$ cat config.mk
export PLATFORM = sky130hd
export DESIGN_NAME = nebula_credit_tx
export DESIGN_NICKNAME = d
export VERILOG_FILES = /design/src/rtl/nebula_pkg.sv /design/src/rtl/nebula_rr_arbiter.sv /design/src/rtl/nebula_credit_tx.sv
export SDC_FILE = /design/constraint.sdc
export NUM_CORES = 1
export LEC_CHECK = 0
export ABC_AREA = 0
export CORE_AREA = 4 4 87 89
export CTS_BUF_LIST = sky130_fd_sc_hd__clkbuf_8
export CTS_CLUSTER_DIAMETER = 50
export CTS_CLUSTER_SIZE = 30
export DETAILED_ROUTE_END_ITERATION = 12
export DIE_AREA = 0 0 91 93
export GPL_ROUTABILITY_DRIVEN = 0
export PLACE_DENSITY = 0.76
export SKIP_CTS_REPAIR_TIMING = 1
export SLEW_MARGIN = 20
export SYNTH_ARGS = -nofsm -noshare
export SYNTH_HDL_FRONTEND = slang
export SYNTH_HIERARCHICAL = 1
export SYNTH_SLANG_ARGS = --single-unit
$ cat constraint.sdc
create_clock -name clk -period 3.1 [get_ports clk]
set_input_delay 0.775 -clock clk [delete_from_list [all_inputs] [get_ports clk]]
set_output_delay 0.775 -clock clk [all_outputs]
set_load 0.01 [all_outputs]
$ cat src/rtl/nebula_pkg.sv
// Shared link parameters, identifier types and round-robin helper for the nebula NoC.
// Latency: n/a (types and constants only).
// Backpressure: n/a.
package nebula_pkg;

  localparam int FLIT_WIDTH  = 32;
  localparam int NUM_VCS     = 2;
  localparam int VC_DEPTH    = 4;
  localparam int VC_ID_WIDTH = (NUM_VCS > 1) ? $clog2(NUM_VCS) : 1;

  typedef logic [VC_ID_WIDTH-1:0]          vc_id_t;
  typedef logic [$clog2(VC_DEPTH+1)-1:0]   credit_t;

  // Pointer position just after a granted VC, wrapping to zero past the last VC.
  function automatic int rr_next(input int g, input int n);
    return (g == n - 1) ? 0 : g + 1;
  endfunction

endpackage

$ cat src/rtl/nebula_rr_arbiter.sv
// Round-robin arbiter: first requester at or after rr_ptr (modulo N) wins.
// Latency: purely combinational, grant in the same cycle as the request.
// Backpressure: none; the caller decides when to advance rr_ptr.
module nebula_rr_arbiter #(
  parameter int N = 2,
  localparam int IDW = (N > 1) ? $clog2(N) : 1
) (
  input  logic [N-1:0]   req,
  input  logic [IDW-1:0] rr_ptr,
  output logic [N-1:0]   gnt,
  output logic [IDW-1:0] gnt_id,
  output logic           gnt_any
);

  // Scan requesters starting at rr_ptr and take the first one found.
  always_comb begin
    int idx;
    gnt     = '0;
    gnt_id  = '0;
    gnt_any = 1'b0;
    idx     = 0;
    for (int k = 0; k < N; k++) begin
      idx = int'(rr_ptr) + k;
      if (idx >= N) idx = idx - N;
      if (!gnt_any && req[idx]) begin
        gnt_any  = 1'b1;
        gnt[idx] = 1'b1;
        gnt_id   = IDW'(idx);
      end
    end
  end

endmodule

$ cat src/rtl/nebula_credit_tx.sv
// Credit-based NoC link transmitter: per-VC credit counters, round-robin VC arbitration, registered link flit.
// Latency: pop is combinational with the grant; the flit appears on the link one cycle later.
// Backpressure: none on the link; a VC only sends while it holds credit. Optional stats: NEBULA_CREDIT_TX_STATS_EN.
module nebula_credit_tx #(
  parameter int DATA_WIDTH = nebula_pkg::FLIT_WIDTH,
  parameter int NUM_VCS    = nebula_pkg::NUM_VCS,
  parameter int DEPTH      = nebula_pkg::VC_DEPTH,
  localparam int VC_ID_WIDTH = (NUM_VCS > 1) ? $clog2(NUM_VCS) : 1
) (
  input  logic                          clk,
  input  logic                          rst_n,
  input  logic [NUM_VCS-1:0]            vc_valid,
  input  logic [NUM_VCS*DATA_WIDTH-1:0] vc_data,
  output logic [NUM_VCS-1:0]            vc_pop,
  output logic                          link_valid,
  output logic [DATA_WIDTH-1:0]         link_data,
  output logic [VC_ID_WIDTH-1:0]        link_vc,
  input  logic                          credit_valid,
  input  logic [VC_ID_WIDTH-1:0]        credit_vc,
  output logic [NUM_VCS-1:0]            credit_avail,
  output logic                          credit_err
`ifdef NEBULA_CREDIT_TX_STATS_EN
  ,
  output logic [31:0]                   stat_flits,
  output logic [31:0]                   stat_stall
`endif
);

  import nebula_pkg::rr_next;

  localparam int CW = $clog2(DEPTH + 1);

  logic [CW-1:0]          credit [NUM_VCS];
  logic [VC_ID_WIDTH-1:0] rr_ptr;
  logic [NUM_VCS-1:0]     elig;
  logic [NUM_VCS-1:0]     ret;
  logic [NUM_VCS-1:0]     over;
  logic [NUM_VCS-1:0]     gnt;
  logic [VC_ID_WIDTH-1:0] gnt_id;
  logic                   gnt_any;
  logic                   ret_oor;
  logic                   err_set;
  logic [DATA_WIDTH-1:0]  sel_data;

  // Eligibility and credit returns are decoded from registered credit state only.
  always_comb begin
    credit_avail = '0;
    elig         = '0;
    ret          = '0;
    for (int i = 0; i < NUM_VCS; i++) begin
      credit_avail[i] = (credit[i] != '0);
      elig[i]         = vc_valid[i] && credit_avail[i];
      ret[i]          = credit_valid && (32'(credit_vc) == i);
    end
    ret_oor = credit_valid && (32'(credit_vc) >= NUM_VCS);
  end

  nebula_rr_arbiter #(.N(NUM_VCS)) u_arb (
    .req     (elig),
    .rr_ptr  (rr_ptr),
    .gnt     (gnt),
    .gnt_id  (gnt_id),
    .gnt_any (gnt_any)
  );

  assign vc_pop = gnt;

  // A return that would push a counter past DEPTH is a protocol violation.
  always_comb begin
    over = '0;
    for (int i = 0; i < NUM_VCS; i++) begin
      over[i] = ret[i] && !gnt[i] && (credit[i] == CW'(DEPTH));
    end
    err_set = ret_oor || (|over);
  end

  // Select the granted VC's head flit for the link register.
  always_comb begin
    sel_data = '0;
    for (int i = 0; i < NUM_VCS; i++) begin
      if (gnt[i]) sel_data = vc_data[i*DATA_WIDTH +: DATA_WIDTH];
    end
  end

  // Credit counters: send and return in the same cycle cancel; over-returns saturate at DEPTH.
  always_ff @(posedge clk or negedge rst_n) begin
    if (!rst_n) begin
      for (int i = 0; i < NUM_VCS; i++) credit[i] <= CW'(DEPTH);
    end else begin
      for (int i = 0; i < NUM_VCS; i++) begin
        if (gnt[i] && !ret[i]) begin
          credit[i] <= credit[i] - CW'(1);
        end else if (ret[i] && !gnt[i] && (credit[i] != CW'(DEPTH))) begin
          credit[i] <= credit[i] + CW'(1);
        end
      end
    end
  end

  // Round-robin pointer moves just past the winner; holds when nothing is granted.
  always_ff @(posedge clk or negedge rst_n) begin
    if (!rst_n) begin
      rr_ptr <= '0;
    end else if (gnt_any) begin
      rr_ptr <= VC_ID_WIDTH'(rr_next(int'(gnt_id), NUM_VCS));
    end
  end

  // Link register: valid follows the grant, payload and VC hold when idle.
  always_ff @(posedge clk or negedge rst_n) begin
    if (!rst_n) begin
      link_valid <= 1'b0;
      link_data  <= '0;
      link_vc    <= '0;
    end else begin
      link_valid <= gnt_any;
      if (gnt_any) begin
        link_data <= sel_data;
        link_vc   <= gnt_id;
      end
    end
  end

  // Sticky error flag, cleared only by reset.
  always_ff @(posedge clk or negedge rst_n) begin
    if (!rst_n) begin
      credit_err <= 1'b0;
    end else if (err_set) begin
      credit_err <= 1'b1;
    end
  end

`ifdef NEBULA_CREDIT_TX_STATS_EN
  // Free-running flit and stall counters, wrapping at 2^32.
  always_ff @(posedge clk or negedge rst_n) begin
    if (!rst_n) begin
      stat_flits <= '0;
      stat_stall <= '0;
    end else begin
      if (gnt_any) stat_flits <= stat_flits + 32'd1;
      if ((|vc_valid) && !gnt_any) stat_stall <= stat_stall + 32'd1;
    end
  end
`endif

endmodule

; ---- Word-level counts from Yosys, hierarchy flattened
; Cells that the tools add are included.
[totals]
regBits = 42
inputBits = 70
output_inout_bits = 39
wordCells = 77
[op_classes]
n_eq_ne = 4
n_lt_le_gt_ge = 6
n_reduce_logical = 25
addsub = 8
mux = 25
n_bitwise = 2
[ops]
columns = operator, count
row1 = 2-to-1 mux 32 bit, 4
row2 = "greater-or-equal comparator 32 x 1 -> 1 bit, second input constant", 2
row3 = "less-than comparator 32 x 3 -> 1 bit, second input constant", 2
row4 = "greater-or-equal comparator 32 x 3 -> 1 bit, second input constant", 1
row5 = "subtractor 32 x 3 -> 32 bit, second input constant", 1
row6 = logical AND 1 bit, 15
row7 = 2-to-1 mux 1 bit, 13
row8 = 2-to-1 mux 3 bit, 4
row9 = "adder 3 x 1 -> 3 bit, second input constant", 2
row10 = "== test 3 bit, second input constant", 2
row11 = "!= test 3 bit, second input constant", 2
row12 = nonzero test 3 bit, 2
row13 = "subtractor 3 x 1 -> 3 bit, second input constant", 2
row14 = logical NOT 1 bit, 5
row15 = 2-to-1 mux 2 bit, 2
row16 = nonzero test 2 bit, 2
row17 = "subtractor 1 x 2 -> 3 bit, second input constant", 1
row18 = "adder 1 x 1 -> 2 bit, second input constant", 1
row19 = demux 1 bit (select 1 bit), 2
row20 = "greater-or-equal comparator 1 x 2 -> 1 bit, second input constant", 1
row21 = OR 2 bit, 1
row22 = OR reduction 2 bit, 1
row23 = "adder 1 bit, second input constant", 1
row24 = NOT 1 bit, 1

; ---- Longest topological paths before layout
[logic_depth]
ltp_word = 14
mapped_depth = 9
mapped_depth_nobuf = 9

; ---- Cells and area by module
; The synthesis kept the hierarchy.
[by_module_without_submodules]
columns = module, n_inst, seq_area_each_um2, cells_each, area_each_um2
row1 = nebula_credit_tx, 1, 1053.5, 214, 2177.1
row2 = nebula_rr_arbiter, 1, 0.0, 5, 32.5

; ---- Least setup slack after synthesis
; Ideal clock, no wire load.
[synth_path]
kind = register to register
startpoint = register credit[4] (netlist bit)
endpoint = register credit[2] (netlist bit)
path_buffers = 0
setup_ns = 0.091
slack_ns = 0.023
arrival_time_ns = 2.986
period_less_slack_ns = 3.077
required_ns = 3.009
stages_incl_launch_ff = 9
path_cell_list = dfrtp_1 -> or3_1 -> and2_1 -> a21boi_0 -> a21boi_1 -> inv_1 -> fa_1 -> a2111oi_2 -> o22ai_1
[synth_between]
elab_chain_len = 13
word_cells_on_any_way = 20
[synth_rtl]
columns = item, line_no
row1 = "start, declared", nebula_credit_tx.sv:33  ; logic [CW-1:0] credit [NUM_VCS];
row2 = "start signal, assigned by index", nebula_credit_tx.sv:92  ; credit[i] <= credit[i] - CW'(1);
row3 = "start signal, assigned by index", nebula_credit_tx.sv:94  ; credit[i] <= credit[i] + CW'(1);
row4 = nonzero test 3 bit *, nebula_credit_tx.sv:51  ; credit_avail[i] = (credit[i] != '0);
row5 = via credit_avail[0], nebula_credit_tx.sv:20  ; output logic [NUM_VCS-1:0] credit_avail,
row6 = logical AND 1 bit *, nebula_credit_tx.sv:52  ; elig[i] = vc_valid[i] && credit_avail[i];
row7 = via elig[0], nebula_credit_tx.sv:35  ; logic [NUM_VCS-1:0] elig;
row8 = 2-to-1 mux 1 bit (implied by the code) (3 in a row), nebula_rr_arbiter.sv:25  ; if (!gnt_any && req[idx]) begin
row9 = 2-to-1 mux 1 bit, nebula_rr_arbiter.sv:25
row10 = logical NOT 1 bit, nebula_rr_arbiter.sv:25
row11 = logical AND 1 bit, nebula_rr_arbiter.sv:25
row12 = 2-to-1 mux 2 bit *, nebula_rr_arbiter.sv:25
row13 = via vc_pop[1], nebula_credit_tx.sv:14  ; output logic [NUM_VCS-1:0] vc_pop,
row14 = logical NOT 1 bit, nebula_credit_tx.sv:93  ; end else if (ret[i] && !gnt[i] && (credit[i] != CW'(DEPTH))) begin
row15 = logical AND 1 bit (2 in a row), nebula_credit_tx.sv:93
row16 = nonzero test 2 bit (no line), n/a
; Mark *: on every way through the listed nets, which the timed path passes. The rest lies on a longest branch. The select of a mux whose other input is x is not followed.
; A chain may end at the register's enable or synchronous reset.

; ---- Worst setup path after layout
[layout_path]
startpoint = input port vc_valid[0]
endpoint = output port vc_pop[1]
[layout_between]
elab_chain_len = 8
word_cells_on_any_way = 13
[layout_rtl]
columns = item, line_no
row1 = "start, declared", nebula_credit_tx.sv:12  ; input logic [NUM_VCS-1:0] vc_valid,
row2 = logical AND 1 bit *, nebula_credit_tx.sv:52
row3 = via elig[0], nebula_credit_tx.sv:35
row4 = 2-to-1 mux 1 bit (implied by the code) (3 in a row), nebula_rr_arbiter.sv:25
row5 = 2-to-1 mux 1 bit, nebula_rr_arbiter.sv:25
row6 = logical NOT 1 bit, nebula_rr_arbiter.sv:25
row7 = logical AND 1 bit, nebula_rr_arbiter.sv:25
row8 = 2-to-1 mux 2 bit *, nebula_rr_arbiter.sv:25
row9 = "end, declared", nebula_credit_tx.sv:14
; Marks and branches as above.

==> results.md <==
- Status: finished clean
- Tcrit/Tclk final: 0.9684
- WP data required: around 2.3 ns
- Post-synth top cells: 40 x dfrtp_1, 35 x nor2_1, 34 x a21oi_1
- Via count: 2003
- TritonCTS buffer count: 5
- Post-synth EDFFs: 0
- Routed Antenna Nets: 0
- Setup CP Type: input port to output pin
- Nets: 397
- Final routed DRC violation total: 0
- Reg-to-reg startpoint: credit[1]
- DR pass1 iterations: 4
- WL final: 5848 um
- Final hold viol count: 0
- Synth area leader: dfrtp_1
- Fmax: 333.1 MHz
- CTS root buffer: clkbuf_8
- Synth Net Count: between 200 and 300
- Die H: 93 um
- Synth Flop Type: dfrtp_1
- Hold-critical path depth: 1
- Clock Path Buffers: 2
- Setup Skew: 0.004522 ns
- Asr flop ratio synth: 1.000
- Synthesized area: approximately 0.0022 mm^2
- Final HPWL DP: between 4000 and 5000 um
- Vias per inst: between 4 and 5
- Worst setup path end: vc_pop[1]
- Actual slew at the worst max-slew pin: 0.9300 ns
- Worst Hold Class: register to register
- Setup WS pre-CTS: -0.04459 ns
- Worst-path clk slew: approximately 0.070 ns
- Flop pwr share: 0.341
- Synth area leaders: dfrtp_1 45%, a22oi_1 8.8%, a21oi_1 7.7%
- Cell Pwr Density: 867.8 mW/mm^2
- Switch Pwr: 1.100 mW
- Setup slack after layout: 0.09781 ns
- Gr ovfl total: 0
- Starting density of the core: 0.3270
- Worst-Skew Late Latency: roughly 0.29 ns
- Total Die Area: around 0.0085 mm^2
- First-pass GRT wire length: 9687 um
- Peak supply drop: 317.1 uV
- Total power: 2.978 mW
- Fill cell count: 642
- Crit path max fanout: 3
- Share of layout cells above drive strength 1: 0.1074
- Synth Instances: approximately 220
- Rows: 30
- Vias in the first global route: 2042
- Synth Register Bits: 42
- Total track usage: 0.1405
- Clock tree sinks: 42
- Switch share: 0.3695
- Pins over their slew limit: 0
- CTS tree: built
- Antenna cells: 0
- Min cycle time layout: around 3.0 ns
- Port Buffer Count: 108
- R2R Setup Slk: around 0.37 ns
- Clock power share: 0.120
- Startpoint Class: input port
- Largest net degree at the start of global routing: 43
- Slew Limit Headroom: 0.3800
- Initial antenna violation count: 0
- DIE WIDTH: between 90 and 100 um
- Post-synthesis sequential area ratio: 0.4768
- H-Tree Depth: 2
- Worst EP arrival: 2.23 ns
- RSZ-0062 raised after global routing: false
- R2r worst-path depth: 9
- Synth cell types: 49
- Most frequent cell after synthesis: dfrtp_1
- Mean Syn Cell Area: 10.09 um^2
- Final setup fails: 0
- Hold slack: 0.5010 ns
- DR iter-0 viols: 54
- Core area: just under 0.007 mm^2
- Max Cap Violations: 0
- Internal Power: 1.878 mW
- Post-layout util: 0.5080
- Critical R2R Capture: credit[5]
- Area Growth Syn to Fin: 55.32%
- Static Leak: 1.384 nW
- Crit. End Element: output pin
- IO Pins: 109
- Post-synth top area share: 0.4530
- Combinational power share: 0.539
- Post-DR wirelength/cell: roughly 14 um
- CP startpoint: vc_valid[0]
- Yosys warns: 6
logic make-up after synthesis:
kind of cell | synth area share
xor+xnor | 0.007929
buf+inv | 0.07192
mux | 0.009626
simple gates | 0.1359
flops | 0.4768
fa+ha+maj | 0.01812
compound gates | 0.2797
stage by stage:
step,TNS (ns),cell area [um^2],std cells
after floorplan,0,2210,219
after global placement,0,3341,398
after detailed placement,-0.04459,3341,398
after CTS,0,3432,406
after global routing,0,3432,406
final,0,3432,406
registers in the layout, summed over array words and instances (netlist names):
name        count
credit          6
credit_err      1
link_data      32
link_valid      1
link_vc         1
rr_ptr          1
cell type report:
type / instances / area, um^2 / share of cell area
Multi-Input combinational cell: 152 / 1008 / 0.2938
Timing Repair Buffer: 116 / 1149 / 0.3347
Inverter: 8 / 30.03 / 0.008750
Clock buffer: 6 / 82.58 / 0.02406
Clock inverter: 2 / 8.758 / 0.002552
Sequential cell: 42 / 1054 / 0.3070
Tap cell: 80 / 100.1 / 0.02917
layout by cell type, fill, tap and decap left out, types with 3 or more instances in the layout:
cell             netlist  routed
nor2_1                35      35
dfrtp_1               40      40
a21oi_1               34      34
clkbuf_8               0       6
a22oi_1               26      26
buf_4                  1       7
a22oi_2                6       6
o21ai_0                3       3
a211oi_1               3       3
and2_1                 4       4
clkdlybuf4s50_1        0     107
inv_1                  7       8
power by group through the flow:
| stage | clock network [mW] | logic, mW | registers, mW |
|---|---|---|---|
| finish | 0.356 | 1.61 | 1.02 |
| global route | 0.401 | 1.76 | 1.06 |
| CTS | 0.377 | 1.64 | 1.02 |
| detailed placement | 0 | 1.63 | 1.02 |
| global placement | 0 | 1.60 | 1.01 |
| floorplan | 0 | 0.771 | 1.11 |
per-layer routing:
metal	global-route usage	share of wire
met1	0.1591	0.38
met2	0.2526	0.51
met3	0.04505	0.094
met4	0.04146	0.011
met5	0	0
worst max-delay path: stages:
cell and delay [ns]:
clkdlybuf4s50_1 0.40, and2_1 0.16, buf_4 0.15, a21boi_4 0.19, clkdlybuf4s50_1 0.56
how the worst min path moves through the flow:
stage	start	endpoint	slack [ns]
6_report	credit_err	credit_err	0.50
5_1_grt	credit_err	credit_err	0.52
4_1_cts	credit_err	credit_err	0.50
3_5_place_dp	credit_err	credit_err	0.49
3_3_place_gp	credit_err	credit_err	0.48
2_1_floorplan	rst_n	credit[0]	0.48
(Power assumes the default switching activity.)
